`src/rtl/seg_scan_decoder.sv`:
```
// -----------------------------------------------------------------------------
// seg_scan_decoder
//
// Receive-side monitor for a multiplexed 4-digit 7-segment scan bus. The
// scanned anode/cathode lines are synchronized, filtered for stability,
// decoded back to BCD and assembled into frames (hundreds, tens, units,
// alarm). A complete, in-order frame is published with a one-cycle
// frame_valid pulse.
//
// Ports:
//   clk_100MHz   : system clock, all logic on the rising edge
//   reset        : synchronous active-low reset
//   anodes       : active-low digit enables (asynchronous to clk_100MHz)
//   cathodes     : active-low segments, [7:1] = a..g, [0] = dp
//   digit_h/t/u  : published BCD (4'hF blank, 4'hE invalid)
//   blank_h/t    : slot was blank in the last published frame
//   alarm_seg    : raw cathode pattern captured for slot 3
//   frame_valid  : one-cycle pulse when outputs are updated
//   decode_error : last published frame had an invalid digit pattern
//   seq_error    : one-cycle pulse on an out-of-order slot capture
//   scan_lost    : no frame published for FRAME_TIMEOUT cycles (sticky)
// -----------------------------------------------------------------------------
module seg_scan_decoder #(
    parameter int STABLE_CYCLES = 4,
    parameter int FRAME_TIMEOUT = 1_000_000
) (
    input  logic       clk_100MHz,
    input  logic       reset,
    input  logic [7:0] anodes,
    input  logic [7:0] cathodes,
    output logic [3:0] digit_h,
    output logic [3:0] digit_t,
    output logic [3:0] digit_u,
    output logic       blank_h,
    output logic       blank_t,
    output logic [7:0] alarm_seg,
    output logic       frame_valid,
    output logic       decode_error,
    output logic       seq_error,
    output logic       scan_lost
);

    localparam int SW = $clog2(STABLE_CYCLES);
    localparam int TW = $clog2(FRAME_TIMEOUT);
    localparam logic [SW-1:0] STABLE_MAX  = SW'(STABLE_CYCLES - 1);
    localparam logic [TW-1:0] TIMEOUT_MAX = TW'(FRAME_TIMEOUT - 1);

    localparam logic [1:0] WAIT_S0 = 2'd0;
    localparam logic [1:0] GOT_S0  = 2'd1;
    localparam logic [1:0] GOT_S1  = 2'd2;
    localparam logic [1:0] GOT_S2  = 2'd3;

    // Segment pattern (a..g, active low) to BCD; dp is forced to 1 so the
    // table can be written with the familiar full-byte values.
    function automatic logic [3:0] decode_seg(input logic [6:0] seg);
        logic [3:0] code;
        case ({seg, 1'b1})
            8'h03:   code = 4'h0;
            8'h9F:   code = 4'h1;
            8'h25:   code = 4'h2;
            8'h0D:   code = 4'h3;
            8'h99:   code = 4'h4;
            8'h49:   code = 4'h5;
            8'h41:   code = 4'h6;
            8'h1F:   code = 4'h7;
            8'h01:   code = 4'h8;
            8'h09:   code = 4'h9;
            8'hFF:   code = 4'hF;
            default: code = 4'hE;
        endcase
        return code;
    endfunction

    // Anode value to {is_slot, slot_index}.
    function automatic logic [2:0] decode_slot(input logic [7:0] an);
        logic [2:0] res;
        case (an)
            8'h7F:   res = 3'b100;
            8'hBF:   res = 3'b101;
            8'hDF:   res = 3'b110;
            8'hEF:   res = 3'b111;
            default: res = 3'b000;
        endcase
        return res;
    endfunction

    logic [15:0]   sync1_r, sync2_r, prev_r;
    logic [SW-1:0] stab_cnt_r;
    logic          cap_r;
    logic [1:0]    cap_slot_r;
    logic [7:0]    cap_seg_r;
    logic [1:0]    state_r;
    logic [3:0]    h_sh_r, t_sh_r, u_sh_r;
    logic [TW-1:0] to_cnt_r;
    logic [2:0]    slot_s;
    logic          publish_s;
    logic [3:0]    cap_code_s;

    // Combinational helpers: slot of the synchronized anodes, decoded
    // captured digit, and the publish condition.
    always_comb begin
        slot_s     = decode_slot(sync2_r[15:8]);
        cap_code_s = decode_seg(cap_seg_r[7:1]);
        publish_s  = 1'b0;
        if (cap_r && (state_r == GOT_S2) && (cap_slot_r == 2'd3)) begin
            publish_s = 1'b1;
        end else begin
            publish_s = 1'b0;
        end
    end

    // Two-flop synchronizer on the full bus; idle (all lines high) after reset.
    always_ff @(posedge clk_100MHz) begin
        if (!reset) begin
            sync1_r <= 16'hFFFF;
            sync2_r <= 16'hFFFF;
        end else begin
            sync1_r <= {anodes, cathodes};
            sync2_r <= sync1_r;
        end
    end

    // Stability filter: counter saturates at STABLE_CYCLES-1, and the strobe
    // fires only on the step that reaches it, so one dwell gives one capture.
    always_ff @(posedge clk_100MHz) begin
        if (!reset) begin
            prev_r     <= 16'hFFFF;
            stab_cnt_r <= '0;
            cap_r      <= 1'b0;
            cap_slot_r <= 2'd0;
            cap_seg_r  <= 8'hFF;
        end else begin
            prev_r <= sync2_r;
            if (sync2_r != prev_r) begin
                stab_cnt_r <= '0;
                cap_r      <= 1'b0;
            end else if (stab_cnt_r != STABLE_MAX) begin
                stab_cnt_r <= stab_cnt_r + SW'(1);
                cap_r      <= ((stab_cnt_r + SW'(1)) == STABLE_MAX) && slot_s[2];
            end else begin
                cap_r <= 1'b0;
            end
            cap_slot_r <= slot_s[1:0];
            cap_seg_r  <= sync2_r[7:0];
        end
    end

    // Frame assembly FSM, shadow registers and published outputs.
    always_ff @(posedge clk_100MHz) begin
        if (!reset) begin
            state_r      <= WAIT_S0;
            h_sh_r       <= 4'h0;
            t_sh_r       <= 4'h0;
            u_sh_r       <= 4'h0;
            digit_h      <= 4'h0;
            digit_t      <= 4'h0;
            digit_u      <= 4'h0;
            blank_h      <= 1'b0;
            blank_t      <= 1'b0;
            alarm_seg    <= 8'hFF;
            frame_valid  <= 1'b0;
            decode_error <= 1'b0;
            seq_error    <= 1'b0;
        end else begin
            frame_valid <= 1'b0;
            seq_error   <= 1'b0;
            if (cap_r) begin
                case (state_r)
                    WAIT_S0: begin
                        if (cap_slot_r == 2'd0) begin
                            h_sh_r  <= cap_code_s;
                            state_r <= GOT_S0;
                        end else begin
                            state_r <= WAIT_S0;
                        end
                    end
                    GOT_S0, GOT_S1, GOT_S2: begin
                        if (cap_slot_r == state_r) begin
                            // Expected slot k+1 equals the 2-bit state encoding.
                            case (state_r)
                                GOT_S0:  t_sh_r <= cap_code_s;
                                GOT_S1:  u_sh_r <= cap_code_s;
                                default: begin
                                    alarm_seg    <= cap_seg_r;
                                    digit_h      <= h_sh_r;
                                    digit_t      <= t_sh_r;
                                    digit_u      <= u_sh_r;
                                    blank_h      <= (h_sh_r == 4'hF);
                                    blank_t      <= (t_sh_r == 4'hF);
                                    decode_error <= (h_sh_r == 4'hE) || (t_sh_r == 4'hE)
                                                    || (u_sh_r == 4'hE);
                                    frame_valid  <= 1'b1;
                                end
                            endcase
                            state_r <= (state_r == GOT_S2) ? WAIT_S0 : state_r + 2'd1;
                        end else if (cap_slot_r == 2'd0) begin
                            seq_error <= 1'b1;
                            h_sh_r    <= cap_code_s;
                            state_r   <= GOT_S0;
                        end else begin
                            seq_error <= 1'b1;
                            state_r   <= WAIT_S0;
                        end
                    end
                    default: state_r <= WAIT_S0;
                endcase
            end else begin
                state_r <= state_r;
            end
        end
    end

    // Frame timeout: publish clears both counter and flag, and takes
    // priority over an expiry landing in the same cycle.
    always_ff @(posedge clk_100MHz) begin
        if (!reset) begin
            to_cnt_r  <= '0;
            scan_lost <= 1'b0;
        end else if (publish_s) begin
            to_cnt_r  <= '0;
            scan_lost <= 1'b0;
        end else if (to_cnt_r == TIMEOUT_MAX) begin
            scan_lost <= 1'b1;
        end else begin
            to_cnt_r <= to_cnt_r + TW'(1);
        end
    end

endmodule

```
`config.mk`:
```
export PLATFORM = sky130hd
export DESIGN_NAME = seg_scan_decoder
export DESIGN_NICKNAME = d
export VERILOG_FILES = /design/src/rtl/seg_scan_decoder.sv
export SDC_FILE = /design/constraint.sdc
export NUM_CORES = 1
export LEC_CHECK = 0
export CORE_UTILIZATION = 50
export CTS_CLUSTER_SIZE = 25
export DETAILED_ROUTE_END_ITERATION = 10
export GPL_ROUTABILITY_DRIVEN = 0
export PLACE_DENSITY_LB_ADDON = 0.3
export SETUP_SLACK_MARGIN = 0.02
export SLEW_MARGIN = 20
export SYNTH_ARGS = -nofsm -noshare
export SYNTH_HDL_FRONTEND = slang
export SYNTH_SLANG_ARGS = --single-unit
export TNS_END_PERCENT = 10
```
`constraint.sdc`:
```
create_clock -name clk_100MHz -period 2.5 [get_ports clk_100MHz]
set_clock_uncertainty 0.05 [all_clocks]
set_input_delay 0.5 -clock clk_100MHz [delete_from_list [all_inputs] [get_ports clk_100MHz]]
set_output_delay 0.5 -clock clk_100MHz [all_outputs]
set_load 0.01 [all_outputs]
```
==> results of run 1 <==
==> how the worst max path moves through the flow <==
stage,startpoint,endpoint,slack (ns),cells past startpoint
4_1_cts,state_r[0],digit_h[3],0.26,7
5_1_grt,state_r[0],digit_h[3],0.1,7
2_1_floorplan,state_r[0],blank_h,0.48,7
3_5_place_dp,state_r[0],digit_u[3],0.29,7
6_report,state_r[0],digit_h[3],0.28,7
3_3_place_gp,state_r[0],digit_t[3],0.48,7
==> power by group through the flow <==
stage                     registers (mW)  clock network, mW  logic, mW
after floorplan                     1.89                  0      0.114
after global placement              1.91                  0      0.146
after detailed placement            1.91                  0      0.150
after CTS                           1.87               2.55      0.151
after global routing                1.87               2.65      0.167
final                               1.87               2.51      0.149
==> flip-flops by register name, indices dropped and copies added, names as in the netlist, 4 cells and up <==
name       cells
h_sh_r         4
t_sh_r         4
sync1_r       16
to_cnt_r      20
prev_r        16
alarm_seg      8
u_sh_r         4
digit_u        4
digit_h        4
digit_t        4
sync2_r       16
==> routing by layer <==
layer | wire [um] | global-route usage [%]
met3 | 448 | 6.62
met5 | 0 | 0
met1 | 3820 | 23.2
met4 | 144 | 8.37
met2 | 4470 | 34.2
==> cell usage in the layout (no fill, tap or decap), types with 4 or more instances in the layout <==
master | synthesis | routed
and4_1 | 6 | 6
o31ai_1 | 5 | 5
nand4_1 | 11 | 11
a21oi_1 | 32 | 32
ha_1 | 7 | 7
xor2_1 | 21 | 21
o21a_1 | 4 | 4
o21ai_0 | 11 | 11
or3_1 | 4 | 4
nand2b_1 | 50 | 50
o211ai_1 | 5 | 5
mux2i_1 | 6 | 6
nor2_1 | 13 | 13
inv_1 | 15 | 15
nand2_1 | 63 | 63
bufinv_16 | 0 | 4
nor3_1 | 18 | 18
xnor2_1 | 12 | 12
or4_1 | 4 | 4
a31oi_1 | 6 | 6
nand3_1 | 15 | 15
clkbuf_16 | 0 | 16
clkdlybuf4s50_1 | 0 | 42
nor4_1 | 10 | 10
dfxtp_1 | 113 | 113
buf_4 | 0 | 7
==> worst reg2reg max path, cell delays in order, from the launching register on <==
cell and delay [ns]:
dfxtp_1 0.48, inv_1 0.13, ha_1 0.24, nor2b_1 0.30, nor4b_4 0.48, buf_4 0.27
nand2_1 0.07, a21oi_1 0.13
==> cell families (layout without fill, tap and decap cells) <==
group | after synthesis | in the layout | synth area share [%]
AND/OR/NAND/NOR | 218 | 218 | 26.9
multiplexers | 6 | 6 | 1.32
flip-flops | 113 | 113 | 49.8
XOR/XNOR | 33 | 33 | 6.36
buffers and inverters | 41 | 96 | 3.47
adder cells (fa/ha/maj) | 7 | 7 | 1.93
AO/OA/AOI/OAI | 76 | 76 | 10.2
==> area by class of cell <==
cell class              instances  area [um^2]  share of cell area, %
flip-flops and latches        113         2260                   39.9
clock buffers                  19          442                   7.78
inverters                      15         56.3                  0.992
multi-input cells             340         2120                   37.4
clock inverters                12          181                   3.20
repair buffers                 50          478                   8.42
well taps                     108          135                   2.38
==> stage by stage <==
step	power (mW)	hold WS (ns)	worst slack [ns]	utilization, %
detailed placement	2.06	0.341	0.292	57.7
global route	4.69	0.370	0.0982	64.8
floorplan	2.01	0.336	0.475	-
CTS	4.57	0.355	0.264	64.8
global placement	2.05	0.338	0.475	57.7
finish	4.53	0.353	0.277	64.8
==> summary.md, run 1 <==
Counting flops and latches in the post-synthesis netlist gives 113. The tools report the number of endpoints with negative hold slack in the final report as 0. The largest single stage delay on the critical path is 0.48 ns. For this design the top-level I/O count stands at 44. In this run the remaining antenna-violating nets after routing total 0.

The count of buffers added on input and output ports is 43. In this run, CTS created clock tree buffers numbering 17. TritonCTS built the clock tree. The most instantiated library cell after synthesis is dfxtp_1. In the final timing run, aggregate negative setup slack is 0 ns. The tools report the net count of the mapped netlist as 519. The worst-path cell with the longest stage delay is dfxtp_1. The number of vias per cell after detailed routing was 5.51.

The overall die height came out at 97.3 um. The cell class contributing the biggest share of worst-path delay is simple AND/OR/NAND/NOR gates. The number of endpoints failing setup at the final stage was 0; the antenna diode instance count was 0. The final route contains 3619 vias. The worst setup path is launched from a flip-flop. The flow ran to the end, and the final reports show no timing, DRC or antenna violations.

Including well taps, the total number of placed cells is 626. After layout, the worst path uses 88.9% of the clock period. The mean area per synthesized cell is 9.19 um^2, and the wire length of the first global-routing pass is 15.2 mm. Clock-pin transition on the worst setup and hold timing paths: 0.05 ns.

After floorplanning, the core was divided into 34 placement rows. The remaining global-route overflow came out at 0. In the synthesized netlist the dominant register cell turns out to be dfxtp_1. For the portion of total power attributed to combinational logic, the log shows 3.3%. The share of total power dissipated in sequential elements is 41.3%. End point of the most critical hold path: sync2_r[11].

The leakage dissipation is 2.09 nW, and the count of different cell masters after synthesis is 52. Setup repair after global routing left no endpoint under its margin. The clock tree synthesis step divided the H-tree into 4 levels. After layout, the minimum clock period comes to 2.22 ns.

Number of setup buffers added after CTS: 0. The standard cell area after detailed placement was 0.00505 mm^2. Of the total power, the share spent switching nets is 20.9%. The tools report the number of resized instances in the post-cts repair step as 0. CTS saw 113 sinks. The fraction of layout instances using a drive strength above 1 was 8.56%.

The endpoint identified for the worst register-to-register timing path is digit_h[3]. The clock network burns 55.5% of the power. The analysis attributes to net switching a power of 0.948 mW. The kind of critical path is flip-flop to flip-flop.

The detailed-routing iteration count for the pre-antenna-repair pass was 5; the cell depth of the worst min-delay path was 1. The async set-reset flop share out of synthesis is 0%, and the standard cell core area is 0.00876 mm^2. The logs give 0 for the total of max-cap violations and 494 for the cell count after synthesis. The synthesized netlist occupies a cell area of 0.00454 mm^2. STA puts the critical path data required time at 2.88 ns. By area the synthesized netlist is led by dfxtp_1 (50%), nand2b_1 (6.9%), nand2_1 (5.2%). The power per standard cell area works out to 798 mW/mm^2. Entering global routing, the biggest net connects 48 pins. The die is 97.3 um wide. Excluding fillers, the count of instances in the completed layout stands at 657. Clock latency on the worst-skew pair, taken at its later pin, is 0.52 ns. Counting cells, the worst reg-to-reg path comes to 7. The tools report the master cell of the clock root buffer as clkbuf_8.

The number of max-slew violations in the final report was 0. The post-synthesis sequential area ratio is 49.8%, and the layout filler cell count is 704. Once layout is done, the placed cells without fillers occupy 0.00568 mm^2.

The tools report the total track usage as 20.1%. The worst register-to-register path begins at state_r[0]. Of the post-synthesis cell area, the dominant cell type holds 49.8%. The wire-length estimate of the detail-placed layout is 5.91 mm. The maximum VDD drop was 0.000658 V. The number of antenna violations at the first check in global routing came out at 0. For this run, design rule violations remaining after detail routing come to 0.

The tools report the cell-internal power as 3.58 mW. After clock tree synthesis, the flow added hold-fix buffers numbering 0. Headroom to the max-slew limit came out at 53.6%.

In this run the most critical hold path is launched from sync1_r[11]. The tools report the maximum clock frequency as 450 MHz. The wire length per cell after detailed routing was 13.5 um; the final net count was 562. The setup check on the worst reg-to-reg path leaves a slack of 0.28 ns. Counting flops with a built-in enable in the synthesized netlist gives 0. The commonest cells after synthesis are dfxtp_1 (113), nand2_1 (63), nand2b_1 (50). The critical path contains buffers and inverters numbering 2 combined. The worst min-delay path category is flip-flop to flip-flop. Wires add up to 8.89 mm.

Traced cell by cell, the critical path runs through inv_1 > ha_1 > nor2b_1 > nor4b_4 > buf_4 > nand2_1 > a21oi_1. The measured slew at the worst slew-check pin is 0.695 ns, and the via count of the first global-routing pass is 3391. For this configuration, the core starts out at a cell density of 51.8%. Of all nets on the critical path, the largest fanout is 11.

The tools report the worst endpoint data arrival time as 2.61 ns. STA classifies the critical path endpoint as a flip-flop. Yosys printed 0 warnings. The clock passes through at most 2 buffers. The violation count after the first detailed-route iteration came out at 165.

The die covers 0.00947 mm^2. Summed over all instances, the cell type with the most area after synthesis is dfxtp_1. From synthesis to final layout, the design area changed by 25.0%.
Note: power is estimated with default switching activity, not from simulation.
==> run 2: changes to the inputs <==
SLEW_MARGIN = default   (was 20)
==> results of run 2 <==
Final layout, timing and power as in run 1 (identical DEF).
